===== config.mk =====
export PLATFORM = sky130hd
export DESIGN_NAME = snake_controller_flat
export DESIGN_NICKNAME = d
export VERILOG_FILES = /design/src/rtl/snake_controller_if.sv /design/src/rtl/snake_controller.sv /design/src/flat_wrapper.sv
export SDC_FILE = /design/constraint.sdc
export NUM_CORES = 1
export LEC_CHECK = 0
export ABC_AREA = 1
export BUFFER_PORTS_ARGS = -buffer_cell sky130_fd_sc_hd__buf_2
export CAP_MARGIN = 20
export CORE_UTILIZATION = 48
export DETAILED_ROUTE_END_ITERATION = 10
export GPL_ROUTABILITY_DRIVEN = 0
export GPL_TIMING_DRIVEN = 0
export PLACE_DENSITY = 0.81
export SETUP_SLACK_MARGIN = 0.2
export SLEW_MARGIN = 40
export SYNTH_ARGS = -nofsm -noshare
export SYNTH_HDL_FRONTEND = slang
export SYNTH_SLANG_ARGS = --single-unit

===== constraint.sdc =====
create_clock -name clka -period 1.9 [get_ports clka]
set_input_delay 0.095 -clock clka [delete_from_list [all_inputs] [get_ports clka]]
set_output_delay 0.095 -clock clka [all_outputs]
set_load 0.01 [all_outputs]

===== src/rtl/snake_controller_if.sv =====
// Bundles the button, datapath-handshake, frame and LED-matrix signals of the snake controller.
interface snake_controller_if;
  logic [3:0]  direction_in;
  logic [1:0]  from_logic;
  logic [0:63] led_array_flat;
  logic [1:0]  game_state;
  logic [1:0]  direction_state;
  logic [1:0]  execution_state;
  logic [1:0]  to_logic;
  logic [7:0]  row_cathode;
  logic [7:0]  column_anode;

  // Environment side: drives buttons, datapath status and frame.
  modport master (
    output direction_in, from_logic, led_array_flat,
    input  game_state, direction_state, execution_state, to_logic,
           row_cathode, column_anode
  );

  // Controller side.
  modport slave (
    input  direction_in, from_logic, led_array_flat,
    output game_state, direction_state, execution_state, to_logic,
           row_cathode, column_anode
  );
endinterface


===== src/rtl/snake_controller.sv =====
// Top-level control for the 8x8 LED snake game: game, direction and execution FSMs
// plus row-multiplexed LED matrix drive. Every output comes straight from a register.
module snake_controller #(
  parameter int unsigned ROW_REPEAT = 2
) (
  input  logic              clka,
  input  logic              restart_n,
  snake_controller_if.slave bus
);

  localparam int unsigned DISP_LEN = 8 * ROW_REPEAT;
  localparam int unsigned CNT_W    = $clog2(DISP_LEN);

  typedef enum logic [1:0] {
    GAME_IDLE = 2'b00,
    GAME_PLAY = 2'b01,
    GAME_OVER = 2'b10
  } game_e;

  typedef enum logic [1:0] {
    DIR_UP    = 2'b00,
    DIR_DOWN  = 2'b01,
    DIR_LEFT  = 2'b10,
    DIR_RIGHT = 2'b11
  } dir_e;

  typedef enum logic [1:0] {
    EXEC_CHECK   = 2'b00,
    EXEC_INPUT   = 2'b01,
    EXEC_DISPLAY = 2'b10
  } exec_e;

  game_e            game_q,  game_d;
  dir_e             dir_q,   dir_d;
  exec_e            exec_q,  exec_d;
  logic [CNT_W-1:0] cnt_q,   cnt_d;
  logic [1:0]       to_logic_q, to_logic_d;
  logic [7:0]       row_q,   row_d;
  logic [7:0]       col_q,   col_d;

  dir_e             btn_dir;
  logic             btn_any;
  logic [2:0]       row_idx;

  // Button decode with priority up > down > left > right.
  always_comb begin
    btn_any = |bus.direction_in;
    btn_dir = DIR_RIGHT;
    if (bus.direction_in[0])      btn_dir = DIR_UP;
    else if (bus.direction_in[1]) btn_dir = DIR_DOWN;
    else if (bus.direction_in[2]) btn_dir = DIR_LEFT;
  end

  // Next-state logic for all three FSMs and the registered matrix/handshake outputs.
  always_comb begin
    game_d     = game_q;
    dir_d      = dir_q;
    exec_d     = exec_q;
    cnt_d      = cnt_q;
    to_logic_d = 2'b00;
    row_d      = 8'hFF;
    col_d      = 8'h00;
    row_idx    = 3'd0;

    // Opposite directions differ only in bit 0, so a reversal is dir ^ 1.
    if (game_q != GAME_OVER && btn_any) begin
      if (game_q == GAME_IDLE || (2'(btn_dir) != (2'(dir_q) ^ 2'b01))) begin
        dir_d = btn_dir;
      end
    end

    case (game_q)
      GAME_IDLE: if (btn_any) game_d = GAME_PLAY;
      GAME_PLAY: if (exec_q == EXEC_INPUT && bus.from_logic == 2'b11) game_d = GAME_OVER;
      GAME_OVER: game_d = GAME_OVER;
      default:   game_d = GAME_IDLE;
    endcase

    case (exec_q)
      EXEC_CHECK: begin
        exec_d = (game_q == GAME_IDLE) ? EXEC_DISPLAY : EXEC_INPUT;
        cnt_d  = '0;
      end
      EXEC_INPUT: begin
        // While playing, wait indefinitely for the datapath to finish a step.
        if (game_q != GAME_PLAY || bus.from_logic[0]) begin
          exec_d = EXEC_DISPLAY;
          cnt_d  = '0;
        end
      end
      EXEC_DISPLAY: begin
        if (cnt_q == CNT_W'(DISP_LEN - 1)) begin
          exec_d = EXEC_CHECK;
          cnt_d  = '0;
        end else begin
          cnt_d = cnt_q + CNT_W'(1);
        end
      end
      default: begin
        exec_d = EXEC_CHECK;
        cnt_d  = '0;
      end
    endcase

    // Outputs follow the next state so they line up with the state registers.
    if (exec_d == EXEC_INPUT && game_d == GAME_PLAY) to_logic_d = 2'b01;

    if (exec_d == EXEC_DISPLAY) begin
      row_idx = 3'(cnt_d / CNT_W'(ROW_REPEAT));
      row_d   = ~(8'b1 << row_idx);
      col_d   = bus.led_array_flat[{row_idx, 3'b000} +: 8];
    end
  end

  // State and output registers.
  always_ff @(posedge clka or negedge restart_n) begin
    if (!restart_n) begin
      game_q     <= GAME_IDLE;
      dir_q      <= DIR_UP;
      exec_q     <= EXEC_CHECK;
      cnt_q      <= '0;
      to_logic_q <= 2'b00;
      row_q      <= 8'hFF;
      col_q      <= 8'h00;
    end else begin
      game_q     <= game_d;
      dir_q      <= dir_d;
      exec_q     <= exec_d;
      cnt_q      <= cnt_d;
      to_logic_q <= to_logic_d;
      row_q      <= row_d;
      col_q      <= col_d;
    end
  end

  assign bus.game_state      = game_q;
  assign bus.direction_state = dir_q;
  assign bus.execution_state = exec_q;
  assign bus.to_logic        = to_logic_q;
  assign bus.row_cathode     = row_q;
  assign bus.column_anode    = col_q;

endmodule


===== src/flat_wrapper.sv =====
// flat-port wrapper written by rule: the top's interface ports become plain ports
module snake_controller_flat 
#(
  parameter int unsigned ROW_REPEAT = 2
)
  (clka, restart_n, bus_direction_in, bus_from_logic, bus_led_array_flat, bus_game_state, bus_direction_state, bus_execution_state, bus_to_logic, bus_row_cathode, bus_column_anode);
  snake_controller_if bus_i ();
  input  logic clka;
  input  logic restart_n;
  input wire logic [$bits(bus_i.direction_in)-1:0] bus_direction_in;
  input wire logic [$bits(bus_i.from_logic)-1:0] bus_from_logic;
  input wire logic [$bits(bus_i.led_array_flat)-1:0] bus_led_array_flat;
  output wire logic [$bits(bus_i.game_state)-1:0] bus_game_state;
  output wire logic [$bits(bus_i.direction_state)-1:0] bus_direction_state;
  output wire logic [$bits(bus_i.execution_state)-1:0] bus_execution_state;
  output wire logic [$bits(bus_i.to_logic)-1:0] bus_to_logic;
  output wire logic [$bits(bus_i.row_cathode)-1:0] bus_row_cathode;
  output wire logic [$bits(bus_i.column_anode)-1:0] bus_column_anode;
  assign bus_i.direction_in = bus_direction_in;
  assign bus_i.from_logic = bus_from_logic;
  assign bus_i.led_array_flat = bus_led_array_flat;
  assign bus_game_state = bus_i.game_state;
  assign bus_direction_state = bus_i.direction_state;
  assign bus_execution_state = bus_i.execution_state;
  assign bus_to_logic = bus_i.to_logic;
  assign bus_row_cathode = bus_i.row_cathode;
  assign bus_column_anode = bus_i.column_anode;
  snake_controller #(.ROW_REPEAT(ROW_REPEAT)) u_core (.clka(clka), .restart_n(restart_n), .bus(bus_i));
endmodule

==> flow_results.org, run 1 <==
** Route
- For this run, design rule violations remaining after detail routing come to 0.
- DRC marker count from the first detailed-route iteration :: 242
- Post-DRT Antenna Nets :: 0
- The first detailed-routing pass took 5 iterations.
- Via Count :: roughly 2.6k
- Wires add up to roughly 7.6 mm.
- After detailed routing, the number of vias per cell comes to ~5.3.
- Avg WL per Cell :: 15.3 um

** STA
- Slew at the pin with the worst max-slew slack :: just over 600 ps
- The max-slew violation count came to 0.
- Counting I/O delays and the setup requirement, the final critical path takes 1810 ps.
- Total count of hold-check failures in the final report :: 0
- Setup repair after global routing could not meet its margin everywhere.
- Sum of negative setup slack :: 0 ps
- The worst path meets setup with between 90 and 100 ps of slack.
- Static timing analysis puts the maximum clock frequency at roughly 550 MHz.
- Dividing the final minimum period by the clock period gives 0.951.
- Worst Skew :: roughly 2.8 ps
- Measured against its own limit, the worst slew margin works out to 0.594.
- Setup violations remaining at the end of the flow were counted as 0.

** Floorplan
- In this run the vertical extent of the chip is ~69 um.
- Die ar. :: approximately 0.0047 mm2
- Placement Rows :: 23
- Initial cell density of the core :: 0.516
- Area inside the core boundary :: 0.00414 mm2
- Pin placement for this block handled 96 I/O pins.
- Die Width :: approximately 70 um

** Run status
- Status :: finished clean

** Power and ir drop
- Worst VDD drop :: approximately 0.6 mV
- P per Cell Area :: ~1100 mW/mm2
- The analysis attributes to cell leakage a power of 0.00193 uW.

** Final layout
- The repair_antennas step left the layout with diodes totalling 0.
- The finished layout holds approximately 500 standard cells, fillers aside.
- Of the cells placed in the final design, the portion with a size suffix greater than 1 is 0.462.
- Post-layout nets :: about 520
- Synthesis-to-finish area growth :: 56.2%

** Global route
- Global-route wire length before repair :: between 9 and 10 mm
- The via count of the first global-routing pass came to ~2.1k.
- Entering global routing, the biggest net connects 28 pins.
- For this run, the total global-route usage over all layers was measured as 0.267.
- The total overflow left after global routing is 0.
- The number of antenna violations at the first check in global routing is 0.

** Clock tree
- Clk buf depth :: 2
- Buffer cell driving the clock tree root :: sky130_fd_sc_hd__clkbuf_8
- Clock latency on the worst-skew pair :: 280 ps
- Clk slew on worst S/H paths :: ~90 ps
- For this design, the sink count on the clock tree is 27.
- Cts bufs inserted :: 3
- H-tree depth :: 1
- CTS tree :: done

** Setup path
- The critical path is of the flip-flop to flip-flop type.
- Data arrives at the worst endpoint at between 2000 and 2500 ps.
- CP max stage cell :: sky130_fd_sc_hd__dfrtp_1
- Startpoint type of the worst setup path :: flip-flop
- Highest cell delay on the worst timing path :: around 420 ps
- Endpoint type of the worst setup path :: flip-flop
- Grouping stages by cell kind, the critical path spends the most delay in simple AND/OR/NAND/NOR gates.
- At the worst endpoint, the required time is roughly 2100 ps.
- Cells traversed along the worst timing path :: inv_2, ha_4, buf_6, nand4_1, nand2_2, nand2_4, nor2_4, buf_8, nand3_2, nand2_1
- Setup slack on the worst reg-to-reg path comes out at between 90 and 100 ps.
- Critical path buffer and inverter count :: 3
- Largest fanout of any net on the critical path :: 8

** Flow run
- Total of max-cap violations :: 0

** Synth
- Net count after synthesis :: slightly below 400
- Synthesis instantiated 30 different standard cells from the library.
- After synthesis the cells add up to ~0.0021 mm2.
- Top-area cell type share of the netlist area :: 0.234
- Cells after synthesis :: between 300 and 400
- FFs w/ async S/R, synth :: 1.00
- In the synthesized netlist the dominant register cell turns out to be sky130_fd_sc_hd__dfrtp_1.
- Yosys mapped a number of flops with a built-in enable equal to 0.
- Synthesized area per cell :: approximately 6.7 um2
- Leading area contributor after synthesis :: sky130_fd_sc_hd__nand2_1
- After synthesis, the cell types taking the most area are sky130_fd_sc_hd__nand2_1, sky130_fd_sc_hd__dfrtp_1, sky130_fd_sc_hd__nand3b_1.
- Post-synthesis sequential element count :: 27
- For this run, the register share of the synthesized area comes to 0.321.
- Yosys warning count :: 0

** Place
- Post-detailed-placement half-perimeter wirelength :: slightly above 4 mm
- The count of buffers added on input and output ports is 94.
- Including well taps, the total number of placed cells is about 460.
- Setup slack after placement :: just under 40 ps

** Min path
- The min-delay analysis places its worst path in the category input pin to flip-flop.
report_power, final:
group          leakage (uW)  total, uW  internal [uW]  switching, uW
clock network     0.0000228        332            151            182
registers          0.000335        818            729           89.7
logic               0.00157       2510           1080           1420
registers in the layout (all words and copies together) (netlist names):
signal	cells
u_core.bus.direction_state	2
u_core.cnt_q	4
u_core.bus.execution_state	2
u_core.bus.to_logic	1
u_core.bus.row_cathode	8
u_core.bus.game_state	2
u_core.bus.column_anode	8
cells in the mapped netlist, drive strengths merged (5+ instances only):
cell      n
nand2   137
o21ai     5
buf      15
dfrtp    19
nand4     6
inv      48
nand3b   29
dfstp     8
nand3    29
ha        5
nor2     10
cell type report:
type	count	area (um2)
inverters	48	188
plain buffers	16	185
fillers	251	806
clock buffers	4	45.0
repair buffers	122	732
well taps	50	62.6
multi-input cells	229	1440
flip-flops and latches	27	687
worst paths after layout:
| path | startpoint | endpoint | cells after the start |
|---|---|---|---|
| hold reg to reg | u_core.bus.direction_state[0] | u_core.bus.direction_state[0] | 2 |
| hold / removal | bus_from_logic[1] | u_core.bus.game_state[1] | 3 |
| min in group asynchronous | restart_n | u_core.bus.execution_state[1] | 2 |
| setup reg to reg | u_core.bus.execution_state[1] | u_core.bus.column_anode[4] | 10 |
| setup / recovery | u_core.bus.execution_state[1] | u_core.bus.column_anode[4] | 10 |
| max in group asynchronous | restart_n | u_core.bus.execution_state[0] | 2 |
cell usage in the layout (no fill, tap or decap), drive strengths merged:
cell type	n
buf	136
nor3b	1
inv	48
clkbuf	5
nand4	6
nand3b	29
nand3	29
conb	1
o21ai	5
or2	1
o21bai	1
dfstp	8
xnor2	1
a21oi	1
dfrtp	19
nor3	1
nor2	10
xor2	1
nand2	137
ha	5
dlygate4sd3	1
what timing repair did:
item                       CTS  global route
hold endpoints to repair    19             0
buffers inserted            12            10
setup endpoints to repair   16            16
resized for setup           32            64
pin swaps                   11            29
hold buffers                 1             0
gates cloned                 3             2
through the flow:
stage	area [um2]	hold WS, ps	power [uW]	utilization
2_1_floorplan	2140	-201	1800	-
3_3_place_gp	2670	128	2200	0.645
3_5_place_dp	2670	133	2260	0.645
4_1_cts	2980	120	2970	0.720
5_1_grt	3340	132	3860	0.806
6_report	3340	121	3660	0.806
tightest hold or removal path, delay by kind of cell:
| family | cells | cell delay, ps |
|---|---|---|
| AOI/OAI and AO/OA | 1 | 90 |
| buffers and inverters | 1 | 90 |
| and+or+nand+nor | 1 | 80 |
routing by layer:
| layer | GRT usage | vias to the layer above | part of all wire |
|---|---|---|---|
| met3 | 0.0214 | 41 | 0.080 |
| met5 | 0 | - | 0 |
| met1 | 0.333 | 1187 | 0.38 |
| met4 | 0.107 | 0 | 0.040 |
| li1 | - | 1231 | - |
| met2 | 0.472 | 187 | 0.50 |
cell families after synthesis:
family	share of synthesized area
adders and majority gates	0.0293
xor gates and xnor gates	0.00820
buffers and inverters	0.143
and+or+nand+nor	0.480
DFF	0.321
AOI/OAI and AO/OA	0.0176
other	0.00175
(Power assumes the default switching activity.)
==> inputs of run 2 (changes only) <==
Settings changed: PLACE_DENSITY 0.81 to 0.89.
==> run 2 against run 1 <==
Against the previous run:
- the flow now finishes with violations (setup timing)
- sequential power grew 0.6%
- final area shrank 4.0%
- first-iteration DRC count shrank 15%
- hold slack gained 15 ps
- maximum frequency shrank 5.8%
- largest cell class unchanged
- die area is the same
- largest power group unchanged
- clock skew grew 2.5 ps
- total power shrank 4.4%
- clock-buffer cell count shrank 1
- global-route usage shrank 1.2 points
==> flow_results.org, run 2 (synthesized netlist as in run 1, its figures left out) <==
** Run status
- The run finished, with violations left.
- Violations in the final reports :: setup timing

** Min path
- Worst hold-check path type :: input pin to flip-flop
- The startpoint identified for the worst hold timing path is bus_from_logic[1].

** Route
- Across all layers, the routed design uses approximately 2.6k vias.
- In this run the remaining antenna-violating nets after routing total 0.
- The pre-antenna-repair detailed-routing pass consisted of 5 iterations.
- Using the TritonRoute via totals, the vias-per-cell ratio works out to 5.29.
- The final layout contains routed wiring with a total length of approximately 7.2 mm.
- DRC marker count from the first detailed-route iteration :: ~210
- Drc violations :: 0
- Avg WL per Cell :: between 10 and 15 um

** STA
- Setup repair after global routing could not meet its margin everywhere.
- Setup total negative slack on the finished layout was measured at -17.8 ps.
- Worst relative slew slack :: 0.586
- The routed design could run at a clock period as short as 1920 ps.
- After layout, the worst setup slack is -17.8 ps.
- For the pin with the worst max-slew slack, the measured transition is slightly above 600 ps.
- Total count of hold-check failures in the final report :: 0
- The max-slew violation count was 0.
- Worst Skew :: 5.26 ps
- Timing would allow up to ~520 MHz.
- Final worst-path cycle share :: 1.01
- Final setup violation count :: 1

** Floorplan
- The initialized floorplan defines 23 standard-cell rows.
- After floorplanning, the core was sized to cover roughly 0.0041 mm2.
- Die ar. :: 0.00472 mm2
- From bottom edge to top edge, the die measures 68.7 um.
- Ports :: 96
- Initial cell density of the core :: 0.516
- In this run the horizontal extent of the chip is between 60 and 70 um.

** Power and ir drop
- P per Cell Area :: around 1100 mW/mm2
- Leakage dissipation :: approximately 0.0019 uW
- IR analysis of the VDD net gives a maximum drop of ~0.73 mV.

** Clock tree
- Cts bufs inserted :: 3
- H-tree depth :: 1
- Clock latency on the worst-skew pair :: 280 ps
- Buffer cell driving the clock tree root :: sky130_fd_sc_hd__clkbuf_8
- Clk slew on worst S/H paths :: about 100 ps
- The clock passes through at most 2 buffers.
- CTS saw 27 sinks.
- TritonCTS built the clock tree.

** Setup path
- Largest fanout of any net on the critical path :: 5
- Data on the critical path is required at its endpoint by about 2100 ps.
- The worst setup path is launched from a flip-flop.
- STA classifies the critical path endpoint as a flip-flop.
- The setup path with the least slack is of type flip-flop to flip-flop.
- The critical path starts at u_core.bus.execution_state[0].
- Critical Path AT :: 2140 ps
- Startpoint of the worst register-to-register path :: u_core.bus.execution_state[0]

** Global route
- Overall overflow remaining after global route :: 0
- All-layer global routing usage :: 0.254
- Entering global routing, the biggest net connects 28 pins.
- The first global-routing pass estimated 9.03 mm of wire.
- Vias in the first global route :: 2085
- The number of antenna violations at the first check in global routing is 0.

** Place
- Summed over all nets, the half-perimeter wirelength after detailed placement is about 4.0 mm.
- In this run the tool buffered the top-level ports with 94 buffer cells.
- Number of cells after detailed placement :: about 460
- Setup slack after placement :: roughly 28 ps

** Final layout
- The final layout contains 520 nets.
- The number of antenna diodes in the final layout is 0.
- Highest-count cells in the layout ignoring fill and taps :: sky130_fd_sc_hd__nand2_1, sky130_fd_sc_hd__buf_2, sky130_fd_sc_hd__inv_1
- Storage element area :: between 600 and 700 um2
- Synthesis-to-finish area growth :: 49.9%
- Proportion of layout cells with a drive suffix above 1 :: 0.446
- Multi-input gate area in the final layout :: ~0.0014 mm2
- Number of standard cells in the final layout excluding fillers :: around 490
- Most common cell after layout, fill and taps aside :: sky130_fd_sc_hd__nand2_1
- Fillers :: around 280

** Flow run
- Total of max-cap violations :: 0
run 2: cell count changes in the layout (fill, tap and decap cells not counted), moves of 2 or more:
| cell | change |
|---|---|
| sky130_fd_sc_hd__inv_4 | -2 |
| sky130_fd_sc_hd__nand3_4 | -4 |
| sky130_fd_sc_hd__buf_4 | -2 |
| sky130_fd_sc_hd__buf_8 | -2 |
| sky130_fd_sc_hd__nand3_1 | +6 |
| sky130_fd_sc_hd__nand2_4 | -3 |
| sky130_fd_sc_hd__nand3_2 | -2 |
| sky130_fd_sc_hd__buf_6 | -2 |
| sky130_fd_sc_hd__inv_2 | +2 |
| sky130_fd_sc_hd__nand2_2 | +4 |
run 2: timing repair:
item,CTS,global route
gates cloned,1,3
hold buffers,1,0
hold endpoints to repair,19,0
setup endpoints to repair,16,16
pin swaps,5,15
gates resized for setup,20,48
buffers inserted,11,8
run 2: path summary, 6_finish.rpt:
check	endpoint	slack, ps	cells past startpoint
min in group asynchronous	u_core.bus.column_anode[6]	360	2
max in group asynchronous	u_core.bus.execution_state[0]	1100	2
max reg2reg	u_core.bus.column_anode[1]	-20	9
max	u_core.bus.column_anode[1]	-20	9
min reg2reg	u_core.bus.direction_state[0]	540	2
min	u_core.bus.game_state[1]	140	3
run 2: layout make-up:
class,count,share of cell area
buffer,16,0.0504
clock inverter,1,0.00156
sequential,27,0.214
timing repair buffer,117,0.216
clock buffer,3,0.0129
inverter,48,0.0570
tap,50,0.0195
multi-input combinational,230,0.428
run 2: per-layer routing:
layer / track usage / share of wire / vias to the layer above
met5: 0 / 0 / -
met4: 0.107 / 0.044 / 0
met3: 0.0313 / 0.088 / 32
met2: 0.444 / 0.48 / 169
met1: 0.314 / 0.39 / 1173
li1: - / - / 1228
run 2: critical path, stage by stage, from the launching register on:
cell	delay (ps)
sky130_fd_sc_hd__dfrtp_2	470
sky130_fd_sc_hd__buf_4	160
sky130_fd_sc_hd__buf_4	140
sky130_fd_sc_hd__ha_1	230
sky130_fd_sc_hd__inv_1	170
sky130_fd_sc_hd__nand3_4	130
sky130_fd_sc_hd__nor2_4	180
sky130_fd_sc_hd__buf_6	150
sky130_fd_sc_hd__nand3_1	120
sky130_fd_sc_hd__nand2_1	100
run 2: metrics by stage:
stage / cell area, um2 / total power, uW / hold slack (ps) / util
final: 3200 / 3500 / 136 / 0.773
after global routing: 3200 / 3670 / 135 / 0.773
after CTS: 2890 / 2920 / 142 / 0.698
after detailed placement: 2670 / 2240 / 129 / 0.645
after global placement: 2670 / 2190 / 117 / 0.645
after floorplan: 2140 / 1800 / -201 / -
run 2: where the power goes:
part / switching [uW] / total (uW) / internal, uW
logic: 1370 / 2330 / 962
clock network: 197 / 345 / 148
registers: 94.0 / 823 / 729
total: 1660 / 3500 / 1840
